File: src/rtl/datapath_pkg.sv
// Shared types for the parametrised datapath: bus source encoding, ALU opcodes, flag bit positions.
// Latency: n/a (types and constants only).
// Backpressure: n/a.
package datapath_pkg;

  typedef enum logic [1:0] {
    NONE = 2'd0,
    OVR  = 2'd1,
    ALU  = 2'd2,
    REG  = 2'd3
  } bus_src_t;

  typedef enum logic [2:0] {
    ADD   = 3'd0,
    SUB   = 3'd1,
    AND   = 3'd2,
    OR    = 3'd3,
    XOR   = 3'd4,
    SHL   = 3'd5,
    SHR   = 3'd6,
    PASSB = 3'd7
  } alu_op_t;

  // Bit positions inside the packed 4-bit flag vector.
  localparam int FLAG_V = 0;
  localparam int FLAG_C = 1;
  localparam int FLAG_Z = 2;
  localparam int FLAG_N = 3;

endpackage

File: src/rtl/datapath_param_alu_seq.sv
// Sequential ALU: operand latch, bit-serial shifter, result register and N/Z/C/V flag register.
// Latency: 1 cycle for logic/arith ops and shifts of 0 or 1; k cycles for a shift by k (busy for k-1).
// Backpressure: start is ignored while busy; done pulses for one cycle when the result lands.
// Ports: clk, rst_n (sync, active-low), a/b operands, op, shift_amt, flag_wr, start in;
//        result, flags, busy, done out.
module alu_seq
  import datapath_pkg::*;
#(
  parameter int WIDTH = 8
) (
  input  logic                       clk,
  input  logic                       rst_n,
  input  logic [WIDTH-1:0]           a,
  input  logic [WIDTH-1:0]           b,
  input  alu_op_t                    op,
  input  logic [$clog2(WIDTH)-1:0]   shift_amt,
  input  logic                       flag_wr,
  input  logic                       start,
  output logic [WIDTH-1:0]           result,
  output logic [3:0]                 flags,
  output logic                       busy,
  output logic                       done
);

  localparam int AMT_W = $clog2(WIDTH);
  localparam int MSB   = WIDTH - 1;

  logic [WIDTH-1:0] res_q;
  logic [WIDTH-1:0] sh_q;      // working copy of A while a multi-cycle shift runs
  logic [AMT_W-1:0] cnt_q;     // shift steps still to perform, including the current one
  logic             shl_q;
  logic             fw_q;
  logic             busy_q;
  logic             done_q;
  logic [3:0]       flags_q;

  logic [WIDTH:0]   sum;
  logic [WIDTH:0]   diff;
  logic [WIDTH-1:0] comb_res;
  logic             comb_c;
  logic             comb_v;
  logic             is_multi;

  logic [WIDTH-1:0] step_in;
  logic             step_left;
  logic [WIDTH-1:0] step_out;
  logic             step_c;

  function automatic logic [3:0] mk_flags(input logic [WIDTH-1:0] r, input logic c, input logic v);
    logic [3:0] f;
    f         = '0;
    f[FLAG_N] = r[MSB];
    f[FLAG_Z] = (r == '0);
    f[FLAG_C] = c;
    f[FLAG_V] = v;
    return f;
  endfunction

  // Single-cycle evaluation; shifts by 0 fall into the default (result A, C=0).
  always_comb begin
    sum      = {1'b0, a} + {1'b0, b};
    diff     = {1'b0, a} - {1'b0, b};
    comb_res = a;
    comb_c   = 1'b0;
    comb_v   = 1'b0;
    case (op)
      ADD: begin
        comb_res = sum[MSB:0];
        comb_c   = sum[WIDTH];
        comb_v   = (a[MSB] == b[MSB]) && (sum[MSB] != a[MSB]);
      end
      SUB: begin
        comb_res = diff[MSB:0];
        comb_c   = ~diff[WIDTH];  // carry means "no borrow"
        comb_v   = (a[MSB] != b[MSB]) && (diff[MSB] != a[MSB]);
      end
      AND:     comb_res = a & b;
      OR:      comb_res = a | b;
      XOR:     comb_res = a ^ b;
      PASSB:   comb_res = b;
      default: comb_res = a;
    endcase
  end

  assign is_multi = ((op == SHL) || (op == SHR)) && (shift_amt != '0);

  // One shift step: from the live operand on the accepting edge, from sh_q afterwards.
  always_comb begin
    step_in   = busy_q ? sh_q : a;
    step_left = busy_q ? shl_q : (op == SHL);
    step_out  = step_left ? {step_in[MSB-1:0], 1'b0} : {1'b0, step_in[MSB:1]};
    step_c    = step_left ? step_in[MSB] : step_in[0];
  end

  always_ff @(posedge clk) begin
    if (!rst_n) begin
      res_q   <= '0;
      sh_q    <= '0;
      cnt_q   <= '0;
      shl_q   <= 1'b0;
      fw_q    <= 1'b0;
      busy_q  <= 1'b0;
      done_q  <= 1'b0;
      flags_q <= '0;
    end else begin
      done_q <= 1'b0;
      if (busy_q) begin
        sh_q  <= step_out;
        cnt_q <= cnt_q - AMT_W'(1);
        if (cnt_q == AMT_W'(1)) begin
          busy_q <= 1'b0;
          done_q <= 1'b1;
          res_q  <= step_out;
          if (fw_q) flags_q <= mk_flags(step_out, step_c, 1'b0);
        end
      end else if (start) begin
        if (is_multi) begin
          if (shift_amt == AMT_W'(1)) begin
            // A single step finishes on the accepting edge, so busy never rises.
            done_q <= 1'b1;
            res_q  <= step_out;
            if (flag_wr) flags_q <= mk_flags(step_out, step_c, 1'b0);
          end else begin
            busy_q <= 1'b1;
            sh_q   <= step_out;
            cnt_q  <= shift_amt - AMT_W'(1);
            shl_q  <= (op == SHL);
            fw_q   <= flag_wr;
          end
        end else begin
          done_q <= 1'b1;
          res_q  <= comb_res;
          if (flag_wr) flags_q <= mk_flags(comb_res, comb_c, comb_v);
        end
      end
    end
  end

  assign result = res_q;
  assign flags  = flags_q;
  assign busy   = busy_q;
  assign done   = done_q;

endmodule

File: src/rtl/datapath_param.sv
// Parametrised datapath: NUM_REGS x WIDTH register file, sequential ALU, one encoded-select shared bus.
// Latency: bus is combinational; register writes land at the next edge; ALU timing as in alu_seq.
// Backpressure: ALU starts are dropped while o_aluBusy=1; the control unit must wait for o_aluDone.
// Ports: i_clk, i_reset (sync, active-low), i_busOverride, i_ctrl* control inputs;
//        o_bus, o_aluBusy, o_aluDone, o_aluFlag{N,Z,C,V} outputs.
module datapath_param
  import datapath_pkg::*;
#(
  parameter int WIDTH    = 8,
  parameter int NUM_REGS = 4
) (
  input  logic                         i_clk,
  input  logic                         i_reset,
  input  logic [WIDTH-1:0]             i_busOverride,
  input  logic [1:0]                   i_ctrlBusSrc,
  input  logic                         i_ctrlRegWr,
  input  logic [$clog2(NUM_REGS)-1:0]  i_ctrlRegWrSel,
  input  logic [$clog2(NUM_REGS)-1:0]  i_ctrlRegBusSel,
  input  logic [$clog2(NUM_REGS)-1:0]  i_ctrlAluSel,
  input  logic [2:0]                   i_ctrlAluOp,
  input  logic                         i_ctrlAluStart,
  input  logic [$clog2(WIDTH)-1:0]     i_ctrlShiftAmt,
  input  logic                         i_ctrlFlagWr,
  output logic [WIDTH-1:0]             o_bus,
  output logic                         o_aluBusy,
  output logic                         o_aluDone,
  output logic                         o_aluFlagN,
  output logic                         o_aluFlagZ,
  output logic                         o_aluFlagC,
  output logic                         o_aluFlagV
);

  logic [WIDTH-1:0] regs [NUM_REGS];
  logic [WIDTH-1:0] alu_result;
  logic [3:0]       flags;

  // Single encoded select: exactly one source can ever drive the bus.
  always_comb begin
    case (bus_src_t'(i_ctrlBusSrc))
      NONE:    o_bus = '0;
      OVR:     o_bus = i_busOverride;
      ALU:     o_bus = alu_result;
      REG:     o_bus = regs[i_ctrlRegBusSel];
      default: o_bus = '0;
    endcase
  end

  // Reads are combinational from the array, so a write in the same cycle is seen only after the edge.
  always_ff @(posedge i_clk) begin
    if (!i_reset) begin
      for (int i = 0; i < NUM_REGS; i++) regs[i] <= '0;
    end else if (i_ctrlRegWr) begin
      regs[i_ctrlRegWrSel] <= o_bus;
    end
  end

  alu_seq #(.WIDTH(WIDTH)) u_alu (
    .clk       (i_clk),
    .rst_n     (i_reset),
    .a         (regs[i_ctrlAluSel]),
    .b         (o_bus),
    .op        (alu_op_t'(i_ctrlAluOp)),
    .shift_amt (i_ctrlShiftAmt),
    .flag_wr   (i_ctrlFlagWr),
    .start     (i_ctrlAluStart),
    .result    (alu_result),
    .flags     (flags),
    .busy      (o_aluBusy),
    .done      (o_aluDone)
  );

  assign o_aluFlagN = flags[FLAG_N];
  assign o_aluFlagZ = flags[FLAG_Z];
  assign o_aluFlagC = flags[FLAG_C];
  assign o_aluFlagV = flags[FLAG_V];

endmodule

File: config.mk
export PLATFORM = sky130hd
export DESIGN_NAME = datapath_param
export DESIGN_NICKNAME = d
export VERILOG_FILES = /design/src/rtl/datapath_pkg.sv /design/src/rtl/datapath_param_alu_seq.sv /design/src/rtl/datapath_param.sv
export SDC_FILE = /design/constraint.sdc
export NUM_CORES = 1
export LEC_CHECK = 0
export CORE_UTILIZATION = 50
export DETAILED_ROUTE_END_ITERATION = 10
export PLACE_DENSITY = 0.79
export SKIP_CTS_REPAIR_TIMING = 1
export SLEW_MARGIN = 25
export SYNTH_ARGS = -nofsm -noshare
export SYNTH_HDL_FRONTEND = slang
export SYNTH_SLANG_ARGS = --single-unit
File: constraint.sdc
create_clock -name i_clk -period 8.18 [get_ports i_clk]
set_input_delay 0.818 -clock i_clk [delete_from_list [all_inputs] [get_ports i_clk]]
set_output_delay 0.818 -clock i_clk [all_outputs]
set_load 0.01 [all_outputs]
======== Word level (Yosys, flattened, before mapping) ========
Memory sizes are Yosys's and may differ from the RTL's.
Index checks and enable logic that the tools add are counted.
operators by class
  multiplexer cells ....................... 46
  equality and inequality tests ........... 21
  reduce and logical (&&, ||, !) cells .... 17
  bitwise operators ....................... 6
  add/subtract/negate cells ............... 4
operators with widths
  kind                 number
  $mux 8               12
  $pmux 8 s6           1
  $mux 4               8
  $pmux 8 s4           1
  $mux 1               17
  $logic_not 8->1      2
  $eq 3x3->1 const B   4
  $mux 3               4
  $add 8x8->9          1
  $eq 3x1->1 const B   3
  $sub 8x8->9          1
  $and 8x8->8          1
  $or 8x8->8           1
  $reduce_or 8->1      1
  $xor 8x8->8          1
  $eq 3x2->1 const B   2
  $ne 3x2->1 const B   2
  $reduce_and 3->1     2
  $reduce_and 6->1     1
  $reduce_bool 3->1    2
  $sub 3x1->3 const B  2
  $eq 2x2->1 const B   2
  $ne 2x1->1 const B   2
  $pmux 1 s2           2
  other kinds (12)     19
storage, ports and cells
  memories kept ........................... 1
  output and inout bits ................... 14
  flip-flop bits (word level) ............. 27
  RAM bits ................................ 32
  word-level logic and storage cells ...... 103
  bits of input ports ..................... 27
memory list
  memory  words  width  read ports  clocked after memory_dff  write ports  line                  source
  regs    4      8      2           0                         4            datapath_param.sv:33  logic [WIDTH-1:0] regs [NUM_REGS];

======== Longest topological paths before layout ========
  depth in word-level cells ............... 10
  gate-level depth with buffers ........... 13
  depth with buffers taken out ............ 12

======== Cells and area by module ========
From an unflattened synthesis, not the netlist that was laid out.
unflattened totals
  cell total of the unflattened synthesis .. 562
  area, all modules ....................... 5,031.1 sq um
modules (own cells, without submodules)
  module          times used  seq. area each (sq um)  cells an instance  area each (sq um)
  alu_seq         1           540.5                   385                2,879.0
  datapath_param  1           960.9                   177                2,152.1

======== Least setup slack after synthesis ========
Ideal clock, no wire load.
  path type ............................... input -> register
  start ................................... in i_ctrlRegBusSel[0]
  end ..................................... reg u_alu.flags_q[2] (netlist: u_alu.flags[2])
  stages on the path ...................... 13
  setup slack ............................. 4.003 ns
  data required time ...................... 8.064 ns
  arrival time ............................ 4.061 ns
  library setup time ...................... 0.116 ns
  path buffers ............................ 1
  cells stage by stage .................... buf_6 mux4_1 a221oi_4 inv_1 ha_1 fa_1 nor3b_1 o31ai_1 a21oi_1 or4_1 a32oi_1 nor4b_1 a31o_1
on the way
  cells in the longest elaborated chain, start to end .. 9
  elaborated cells on any way between the ends .. 13
  classes of those cells .................. 2 x add/sub; 6 x mux; 3 x bitwise; 1 x reduce/logical; 1 x memory
ends and longest elaborated chain
  what                                 line                           source
  from (decl)                          datapath_param.sv:18           input logic [$clog2(NUM_REGS)-1:0] i_ctrlRegBusSel,
  $mem_v2 4x8 *                        --
  $pmux 8 s4 *                         datapath_param.sv:39           case (bus_src_t'(i_ctrlBusSrc))
  named net o_bus[0]                   datapath_param.sv:24           output logic [WIDTH-1:0] o_bus,
  $sub 8x8->9 (tied with other cells)  datapath_param_alu_seq.sv:62   diff = {1'b0, a} - {1'b0, b};
  $pmux 8 s6 *                         datapath_param_alu_seq.sv:66   case (op)
  $logic_not 8->1 *                    datapath_param_alu_seq.sv:53   f[FLAG_Z] = (r == '0);
  $mux 4 *                             datapath_param_alu_seq.sv:133  if (flag_wr) flags_q <= mk_flags(comb_res, comb_c, comb_v);
  $mux 4 *                             datapath_param_alu_seq.sv:117  if (is_multi) begin
  $mux 4 *                             datapath_param_alu_seq.sv:116  end else if (start) begin
  $mux 4 *                             datapath_param_alu_seq.sv:107  if (busy_q) begin
  to (signal assigned)                 datapath_param_alu_seq.sv:114  if (fw_q) flags_q <= mk_flags(step_out, step_c, 1'b0);
  to (signal assigned)                 datapath_param_alu_seq.sv:122  if (flag_wr) flags_q <= mk_flags(step_out, step_c, 1'b0);
  to (signal assigned)                 datapath_param_alu_seq.sv:133
  to (decl)                            datapath_param_alu_seq.sv:35   logic [3:0] flags_q;
Mark *: on every way through the listed nets, which the timed path passes. The rest lies on a longest branch. The select of a mux whose other input is x is not followed.
A chain may end at the register's enable or synchronous reset.

======== Worst setup path in the final report ========
  start ................................... in i_ctrlRegBusSel[0]
  end ..................................... reg u_alu.flags_q[2] (netlist: u_alu.flags[2])
on the way
  cells in the longest elaborated chain, start to end .. 9
  elaborated cells on any way between the ends .. 13
  classes of those cells .................. 2 x add/sub; 6 x mux; 3 x bitwise; 1 x reduce/logical; 1 x memory
ends and longest elaborated chain
  what                                 line
  $mem_v2 4x8 *                        --
  $pmux 8 s4 *                         datapath_param.sv:39
  $sub 8x8->9 (tied with other cells)  datapath_param_alu_seq.sv:62
  $pmux 8 s6 *                         datapath_param_alu_seq.sv:66
  $logic_not 8->1 *                    datapath_param_alu_seq.sv:53
  $mux 4 *                             datapath_param_alu_seq.sv:133
  $mux 4 *                             datapath_param_alu_seq.sv:117
  $mux 4 *                             datapath_param_alu_seq.sv:116
  $mux 4 *                             datapath_param_alu_seq.sv:107
Every way passes the cells marked *; elsewhere a longest branch is shown, timed or not. The select of a mux whose other input is x is not followed.

==> results.ini <==
[timing]
setup_viol = 0
slew_headroom_pct = 40.3
whs_ps = 472
hold_violations = 0
setup-tns-final_ps = 0
min_period_ps = 5090
worstMarginPinSlew_ps = 893
final_max_slew_viol_count = 0
rsz0062_at_grt = false
min_period_over_period_pct = 62.2
fin_skew_ps = 7.92
max_clock_freq_mhz = 196

[pwr]
powerDensity_mw_per_mm2 = 178
p_leak_nw = 2.15
worst_ir_drop_vdd_mv = 0.115

[detailed_routing]
vias = 4205
wirelength_um = 13000
ant_nets = 0
first_iter_violations = 313
wl_per_cell_um = 19.4
drt_first_pass_iters = 5
viasPerCell = 6.27
drc = 0

[global_route]
antenna_found_initial = 0
grt-busiest-layer = met2
grt_pass1_wl_um = 20500
grt_overflow = 0
use_met1_pct = 34.6
grt_pass1_vias = 3985
grt_use_total_pct = 26.9
grt_use_met3_pct = 3.90
grt_max_degree = 29
use_met2_pct = 45.3

[critical_path]
reg2reg_from = regs[1][0]$_SDFFCE_PN0P_
path_delay_family = compound AO/OA/AOI/OAI gates
arrival_ps = 5330
end_kind = register
slowest_stage = clkdlybuf4s50_1
crit_path_start_kind = input port
startpoint = i_ctrlRegBusSel[0]
worst-path-buf-inv = 2
worstSetupEndpoint = u_alu.flags[2]$_SDFFE_PN0P_
critPathKind = in2reg
rrSetupSlack_ps = 4110
critPathMaxStageDelay_ps = 810
worst-path-stages = 13
reg2reg_depth = 12
regToRegEndpoint = u_alu.flags[2]$_SDFFE_PN0P_
cp_max_fo = 8
required_ps = 8420
path_cells = clkdlybuf4s50_1 > mux4_1 > a221oi_4 > inv_1 > ha_1 > fa_1 > nor3b_1 > o31ai_1 > a21oi_1 > or4_1 > a32oi_1 > nor4b_1 > a31o_1

[floorplanning]
die-height_um = 99.8
core_area_mm2 = 0.00924
die_area_mm2 = 0.00996
fp.dieW_um = 99.8
boundaryPins = 41
start_util_pct = 51.8
floorplan.rows = 35

[cts]
clkLatencyLatePin_ps = 340
cts_tree = built
clk_path_buf_depth = 2
cts_buffers = 9
cts_sinks = 59
clockRootBuffer = clkbuf_8
clk_pin_slew_ps = 60
h-tree-depth = 3

[layout]
drive_gt1_share_pct = 8.49
multi_input_area_mm2 = 0.00292
seqCellArea_mm2 = 0.00150
antenna_cells = 0
fill_cells = 813
final_net_count = 595
areaGrowthSynthToFinish_pct = 11.8

[yosys]
synth_enable_flop_cells = 32
ys.flop_type = edfxtp_1
synth.top_cell.area_share_pct = 20.1
synth_top_area_cell = edfxtp_1
syn_area_per_cell_um2 = 9.22
synth_cells = 519
synth_seq_cells = 59
yosys_warnings = 0
yosys-top-cells-area = edfxtp_1 (20%), dfxtp_1 (11%), ha_1 (7.6%), nor2_1 (6.9%), mux4_2 (4.7%)
yosysSeqAreaShare_pct = 31.4
synth.distinct_cells = 76
async_reset_ff_share_pct = 0
syn_area_mm2 = 0.00478
syn-num-nets = 577

[run_status]
status = complete, no violations

[placed_design]
hpwl_um = 9890
gp_congestion = 1.03
io_buffers = 40

[flow_run]
cap_violations = 0

[min_path]
min_path_type = reg2reg

-- synthesized netlist by cell type (3+ instances only) --
cell	n
clkbuf_1	18
ha_1	29
nor4_1	3
o21ai_0	22
mux4_1	6
a21oi_1	42
mux2_2	5
nor2_1	88
o211ai_1	4
o221ai_1	5
a211oi_1	3
nand3_1	8
a22o_1	5
a32oi_1	3
or2_2	3
xnor2_1	4
o22ai_1	10
a221oi_1	4
mux4_2	10
edfxtp_1	32
nor2b_1	8
a31oi_1	4
o21a_1	3
or3_1	3
and2_1	3
dfxtp_1	27
clkbuf_8	7
o31ai_1	3
mux2i_1	18
nor3_1	4
a2111oi_0	4
nor3b_1	3
nand2b_1	13
inv_1	32
nand2_1	28
-- kinds of logic after synthesis --
| logic type | synth area share (%) |
|---|---|
| and+or+nand+nor | 17.5 |
| AOI/OAI and AO/OA | 20.6 |
| buffers and inverters | 7.77 |
| DFF | 31.4 |
| muxes | 13.3 |
| adders and majority gates | 8.42 |
| xor gates and xnor gates | 1.10 |
-- layer usage --
layer | up-vias | part of all wire, %
li1 | 1946 | -
met1 | 2036 | 42
met2 | 193 | 48
met3 | 30 | 6.7
met4 | 0 | 2.8
met5 | - | 0
-- cells in the final DEF (no fill, tap or decap), types with 5 or more instances in the layout --
cell type | netlist | final
nor2_1 | 88 | 88
a21oi_1 | 42 | 42
clkdlybuf4s50_1 | 0 | 40
inv_1 | 32 | 32
edfxtp_1 | 32 | 32
ha_1 | 29 | 29
nand2_1 | 28 | 28
dfxtp_1 | 27 | 27
o21ai_0 | 22 | 22
mux2i_1 | 18 | 18
nand2b_1 | 13 | 13
mux4_2 | 10 | 10
o22ai_1 | 10 | 10
clkbuf_8 | 7 | 10
nor2b_1 | 8 | 8
nand3_1 | 8 | 8
mux4_1 | 6 | 6
a22o_1 | 5 | 5
mux2_2 | 5 | 5
o221ai_1 | 5 | 5
-- stage by stage --
| stage | utilization (%) | setup WS, ps | std cells | power, W | cell area (um^2) |
|---|---|---|---|---|---|
| final | 57.9 | 3090 | 671 | 0.000954 | 5350 |
| after global routing | 57.9 | 2850 | 671 | 0.000994 | 5350 |
| after global placement | 55.2 | 2890 | 655 | 0.000620 | 5100 |
| after floorplan | - | 4000 | 519 | 0.000548 | 4780 |
| after detailed placement | 55.3 | 2800 | 655 | 0.000625 | 5110 |
| after CTS | 57.9 | 3150 | 671 | 0.000951 | 5350 |
-- worst min path at each step --
stage | startpoint | to | slack (ps) | depth (start not counted)
after floorplan | u_alu.result[6]$_SDFFE_PN0P_ | u_alu.result[6]$_SDFFE_PN0P_ | 440 | 2
after global placement | u_alu.flags[0]$_SDFFE_PN0P_ | u_alu.flags[0]$_SDFFE_PN0P_ | 460 | 2
after detailed placement | u_alu.flags[0]$_SDFFE_PN0P_ | u_alu.flags[0]$_SDFFE_PN0P_ | 470 | 2
after CTS | u_alu.flags[0]$_SDFFE_PN0P_ | u_alu.flags[0]$_SDFFE_PN0P_ | 480 | 2
after global routing | u_alu.flags[0]$_SDFFE_PN0P_ | u_alu.flags[0]$_SDFFE_PN0P_ | 500 | 2
final | u_alu.flags[0]$_SDFFE_PN0P_ | u_alu.flags[0]$_SDFFE_PN0P_ | 470 | 2
-- tightest hold or removal path: stages, from the launching register on --
cell     delay [ps]
dfxtp_1         310
nand2_1          50
o22ai_1          60
-- state kept, by name, indices dropped and copies added (netlist names) --
signal	count
u_alu.fw_q	1
u_alu.result	8
u_alu.sh_q	8
u_alu.done	1
u_alu.busy	1
regs	32
u_alu.shl_q	1
u_alu.cnt_q	3
u_alu.flags	4
-- area by class of cell --
class,instances,share of cell area (%)
clock buffer,11,2.64
clock inverter,5,1.87
inverter,34,2.39
multi-input combinational,393,54.5
sequential,59,28.1
tap,129,3.02
timing repair buffer,40,7.49
-- where the power goes --
group	leakage [nW]	internal [W]	switching (W)
logic	1.47	0.000114	0.000168
registers	0.556	0.000330	0.0000115
clock network	0.123	0.000210	0.000120
total	2.15	0.000655	0.000299
No activity file was read; power rests on OpenSTA's default activity.
